==> src/rtl/logic_gate.sv <==
// logic_gate: registered bank of bitwise two-input logic functions
// (buffer, NOT, AND, OR, XOR, NAND, NOR) on WIDTH-bit operands.
// It also provides a one-cycle out_valid pulse and a saturating count of
// accepted samples.
// Optional feature macro: LOGIC_GATE_XNOR_EN adds a registered xnor_gate output.
//
// Handshake: en is a valid-only qualifier with no ready/backpressure. Every
// clk edge with en=1 (and rst=0) accepts a and b. The matching results and
// out_valid=1 appear exactly one cycle later. out_valid drops on any edge
// with en=0. rst has priority and discards the sample in its cycle.
module logic_gate #(
  parameter int WIDTH = 1,
  parameter int CNT_W = 8
) (
  input  logic             clk,
  input  logic             rst,
  input  logic             en,
  input  logic [WIDTH-1:0] a,
  input  logic [WIDTH-1:0] b,
  output logic [WIDTH-1:0] buffer,
  output logic [WIDTH-1:0] not_gate,
  output logic [WIDTH-1:0] and_gate,
  output logic [WIDTH-1:0] or_gate,
  output logic [WIDTH-1:0] xor_gate,
  output logic [WIDTH-1:0] nand_gate,
  output logic [WIDTH-1:0] nor_gate,
`ifdef LOGIC_GATE_XNOR_EN
  output logic [WIDTH-1:0] xnor_gate,
`endif
  output logic             out_valid,
  output logic [CNT_W-1:0] sample_cnt
);

  localparam logic [CNT_W-1:0] CNT_MAX = '1;

  logic [WIDTH-1:0] buffer_q, buffer_d;
  logic [WIDTH-1:0] not_q,    not_d;
  logic [WIDTH-1:0] and_q,    and_d;
  logic [WIDTH-1:0] or_q,     or_d;
  logic [WIDTH-1:0] xor_q,    xor_d;
  logic [WIDTH-1:0] nand_q,   nand_d;
  logic [WIDTH-1:0] nor_q,    nor_d;
`ifdef LOGIC_GATE_XNOR_EN
  logic [WIDTH-1:0] xnor_q,   xnor_d;
`endif
  logic             valid_q,  valid_d;
  logic [CNT_W-1:0] cnt_q,    cnt_d;

  // Next-state: load fresh gate results on accept, otherwise hold.
  always_comb begin
    buffer_d = buffer_q;
    not_d    = not_q;
    and_d    = and_q;
    or_d     = or_q;
    xor_d    = xor_q;
    nand_d   = nand_q;
    nor_d    = nor_q;
`ifdef LOGIC_GATE_XNOR_EN
    xnor_d   = xnor_q;
`endif
    valid_d  = en;
    cnt_d    = cnt_q;
    if (en) begin
      buffer_d = a;
      not_d    = ~a;
      and_d    = a & b;
      or_d     = a | b;
      xor_d    = a ^ b;
      nand_d   = ~(a & b);
      nor_d    = ~(a | b);
`ifdef LOGIC_GATE_XNOR_EN
      xnor_d   = ~(a ^ b);
`endif
      if (cnt_q != CNT_MAX) begin
        cnt_d = cnt_q + {{(CNT_W-1){1'b0}}, 1'b1};
      end
    end
  end

  // State registers; synchronous reset clears everything to zero, even the
  // inverting gates, and overrides a sample presented in the same cycle.
  always_ff @(posedge clk) begin
    if (rst) begin
      buffer_q <= '0;
      not_q    <= '0;
      and_q    <= '0;
      or_q     <= '0;
      xor_q    <= '0;
      nand_q   <= '0;
      nor_q    <= '0;
`ifdef LOGIC_GATE_XNOR_EN
      xnor_q   <= '0;
`endif
      valid_q  <= 1'b0;
      cnt_q    <= '0;
    end else begin
      buffer_q <= buffer_d;
      not_q    <= not_d;
      and_q    <= and_d;
      or_q     <= or_d;
      xor_q    <= xor_d;
      nand_q   <= nand_d;
      nor_q    <= nor_d;
`ifdef LOGIC_GATE_XNOR_EN
      xnor_q   <= xnor_d;
`endif
      valid_q  <= valid_d;
      cnt_q    <= cnt_d;
    end
  end

  assign buffer     = buffer_q;
  assign not_gate   = not_q;
  assign and_gate   = and_q;
  assign or_gate    = or_q;
  assign xor_gate   = xor_q;
  assign nand_gate  = nand_q;
  assign nor_gate   = nor_q;
`ifdef LOGIC_GATE_XNOR_EN
  assign xnor_gate  = xnor_q;
`endif
  assign out_valid  = valid_q;
  assign sample_cnt = cnt_q;

endmodule

==> config.mk <==
export PLATFORM = sky130hd
export DESIGN_NAME = logic_gate
export DESIGN_NICKNAME = d
export VERILOG_FILES = /design/src/rtl/logic_gate.sv
export SDC_FILE = /design/constraint.sdc
export NUM_CORES = 1
export LEC_CHECK = 0
export BUFFER_PORTS_ARGS = -buffer_cell sky130_fd_sc_hd__buf_2
export CELL_PAD_IN_SITES_DETAIL_PLACEMENT = 2
export CELL_PAD_IN_SITES_GLOBAL_PLACEMENT = 2
export CORE_MARGIN = 5
export CORE_UTILIZATION = 29
export CTS_CLUSTER_SIZE = 24
export DETAILED_ROUTE_END_ITERATION = 12
export GPL_TIMING_DRIVEN = 1
export PLACE_DENSITY_LB_ADDON = 0.1
export SYNTH_ARGS = -nofsm -noshare
export SYNTH_HDL_FRONTEND = slang
export SYNTH_SLANG_ARGS = --single-unit
==> constraint.sdc <==
create_clock -name clk -period 1.59 [get_ports clk]
set_input_delay 0.0795 -clock clk [delete_from_list [all_inputs] [get_ports clk]]
set_output_delay 0.0795 -clock clk [all_outputs]
set_load 0.02 [all_outputs]
==> key figures <==
Die
  – Row count: 18
  – Die width: between 60 and 70 um
  – Die Y: 60.6 um
  – Total die area: roughly 3700 um^2
  – Effective utilization at floorplan: 0.303
  – I/O Pins: 21
  – CORE AREA: 2450 um^2

Yosys
  – Cells after Synth: 77
  – Flops & latches, synth: 16
  – Syn. warnings: 0
  – Synthesized net count: 85
  – Yosys cell types: 30
  – Register area share after synthesis: 0.431
  – Async SR Flop Fraction: 0
  – Post-synth top flop: dfxtp_1
  – Commonest cells post-synth: 16 x dfxtp_1, 9 x nor2_1, 6 x mux2i_1
  – Synthesized area: 743 um^2
  – Post-synth EDFFs: 0
  – Synth top area share: 0.431
  – Syn_area_per_cell: a little under 10 um^2
  – Most frequent cell after synthesis: dfxtp_1
  – Largest area contributor in the netlist: dfxtp_1
  – Largest cells by area after synthesis: dfxtp_1 43%, mux2i_1 8.1%, ha_1 5.1%, nor2_1 4.5%, mux2_4 4.0%

Place
  – I/O Buffers: 20
  – Pre-CTS setup slack: 70.7 ps
  – Cell Area, Placed: 887 um^2
  – Gpl congestion: 0.679

Clock tree
  – Worst skew pair latency: 290 ps
  – Clock Tree Buf Depth: 2
  – Reg clk slew, reported paths: 100 ps
  – Clock sinks: 16
  – CTS tree: done
  – H-tree depth: 1
  – Total CTS buffers: 3
  – Root Buffer: clkbuf_4
  – Post-CTS Setup Repair Bufs: 0

Timing
  – Slew @ Worst Pin: 353 ps
  – Slew headroom: 0.765
  – Skew final: 3.38 ps
  – # setup viols final: 0
  – RSZ-0062 raised after global routing: true
  – Peak Freq: approximately 650 MHz
  – Setup TNS Final: 0 ps
  – PnR worst setup slack: 53.7 ps
  – Fin crit share: 0.966
  – Minimum clock period: 1540 ps
  – Final hold viol count: 0
  – Final slew viol count: 0

Setup path
  – Required @ worst endpoint: 1780 ps
  – R2R cell count: 4
  – Critical Path Start: sample_cnt[0]
  – Reg2reg end: sample_cnt[0]
  – Reg-to-reg critical path startpoint: sample_cnt[0]
  – Setup crit end kind: register
  – Crit path kind: reg2reg
  – Reg2Reg Setup Slack: 50 ps
  – CP arrival: 1720 ps
  – Largest fanout on the critical path: 6
  – CP startpoint kind: register

Power
  – P_leak: 0.433 nW
  – Peak VDD IR: 571 uV
  – Power Density: 853 nW/um^2
  – Total power: around 0.00081 W

Detailed routing
  – Residual DRC: 0
  – Via density: 5.20
  – Final wirelength: 1970 um
  – WL per Instance: 14.9 um
  – Final ANT Viol Nets: 0
  – Detailed Routing Iterations Pass 1: 2
  – First DRT Iteration DRCs: 5
  – Via count: 686

GRT
  – GR Util All Layers: 0.122
  – Global-route wire length before repair: 3260 um
  – Vias in the first global route: 733
  – Largest net degree at the start of global routing: 21
  – Antenna violations before repair: 0
  – Total congestion overflow: 0

Layout
  – Final Cell Area: 946 um^2
  – Final #Nets: 111
  – Final core utilization: 0.385
  – Synth-to-Final Area Change: 27.3%
  – Layout fillers: 276
  – # diodes: 0
  – Share of cells above drive strength 1: 0.343

Job
  – Max-cap viol count: 0

Min path
  – Hold Path Class: in2reg
  – Hold endpoint: nand_gate
  – Hold path depth: 3
  – HP Start: b

Status
  – Status: completed
==> how the worst max path moves through the flow <==
stage | endpoint | slack [ps] | depth (start not counted)
floorplan | sample_cnt[0] | 90 | 4
global placement | sample_cnt[0] | 140 | 4
detailed placement | sample_cnt[0] | 70 | 4
CTS | sample_cnt[5] | 20 | 4
global route | sample_cnt[6] | -50 | 4
finish | sample_cnt[0] | 50 | 4
==> report_power, final <==
| group | switching (W) | internal, W |
|---|---|---|
| clock network | 0.000134 | 0.000140 |
| registers | 0.0000124 | 0.000418 |
| logic | 0.0000609 | 0.0000422 |
| total | 0.000207 | 0.000600 |
==> logic make-up after synthesis <==
group | count (synthesis) | synth area share
and+or+nand+nor | 28 | 0.207
DFF | 16 | 0.431
AOI/OAI and AO/OA | 14 | 0.138
buffers and inverters | 8 | 0.0522
muxes | 8 | 0.121
adders and majority gates | 3 | 0.0505
==> sequential cells by signal, summed over array words and instances, names as in the netlist <==
| signal | flops |
|---|---|
| buffer | 1 |
| or_gate | 1 |
| xor_gate | 1 |
| out_valid | 1 |
| nand_gate | 1 |
| and_gate | 1 |
| nor_gate | 1 |
| sample_cnt | 8 |
| not_gate | 1 |
==> final cells by class <==
type / count / area (um^2) / share of cell area
clock buffer: 4 / 36.3 / 0.0384
inverter: 4 / 15.0 / 0.0159
multi-input combinational: 53 / 397 / 0.419
sequential: 16 / 320 / 0.339
tap: 30 / 37.5 / 0.0397
timing repair buffer: 25 / 140 / 0.148
==> cell usage in the layout, fill, tap and decap left out, drive strengths merged <==
| cell type | synthesis | routed |
|---|---|---|
| nand2 | 2 | 2 |
| nor2 | 9 | 9 |
| dfxtp | 16 | 16 |
| ha | 3 | 3 |
| or3 | 1 | 1 |
| inv | 4 | 4 |
| nand3 | 1 | 1 |
| nand4 | 2 | 2 |
| clkbuf | 2 | 4 |
| a21boi | 2 | 2 |
| o21ai | 1 | 1 |
| and4 | 2 | 2 |
| a2111oi | 1 | 1 |
| mux2i | 6 | 6 |
| a41oi | 1 | 1 |
| dlygate4sd3 | 0 | 1 |
| a21oi | 4 | 4 |
| nor3 | 2 | 2 |
| a211oi | 3 | 3 |
| nand2b | 3 | 3 |
| buf | 2 | 24 |
| nor4bb | 1 | 1 |
| a31oi | 1 | 1 |
| and3 | 2 | 2 |
| a311oi | 1 | 1 |
| nor2b | 3 | 3 |
| mux2 | 2 | 2 |
==> metal layers <==
| metal | GRT usage | share of wire | wire [um] | up-vias |
|---|---|---|---|---|
| met2 | 0.200 | 0.47 | 933 | 17 |
| met4 | 0.0588 | 0.026 | 52 | 0 |
| met3 | 0.0468 | 0.056 | 111 | 6 |
| li1 | - | - | - | 329 |
| met5 | 0 | 0 | 0 | - |
| met1 | 0.140 | 0.44 | 873 | 334 |
==> what timing repair did <==
action	CTS	global route
endpoints found under the hold margin	0	1
gates resized for setup	0	3
endpoints found under the setup margin	0	2
hold buffers	0	1
==> worst max-delay path: stages (launching register included) <==
cell	delay, ps
dfxtp_1	370
ha_1	280
and3_2	270
a21boi_2	200
mux2_4	310
==> stage by stage <==
| step | std cells | hold WS, ps |
|---|---|---|
| 5_1_grt | 132 | 162 |
| 3_5_place_dp | 127 | 331 |
| 2_1_floorplan | 77 | 179 |
| 6_report | 132 | 149 |
| 4_1_cts | 131 | 9.50 |
| 3_3_place_gp | 127 | 319 |
Note: power is estimated with default switching activity, not from simulation.
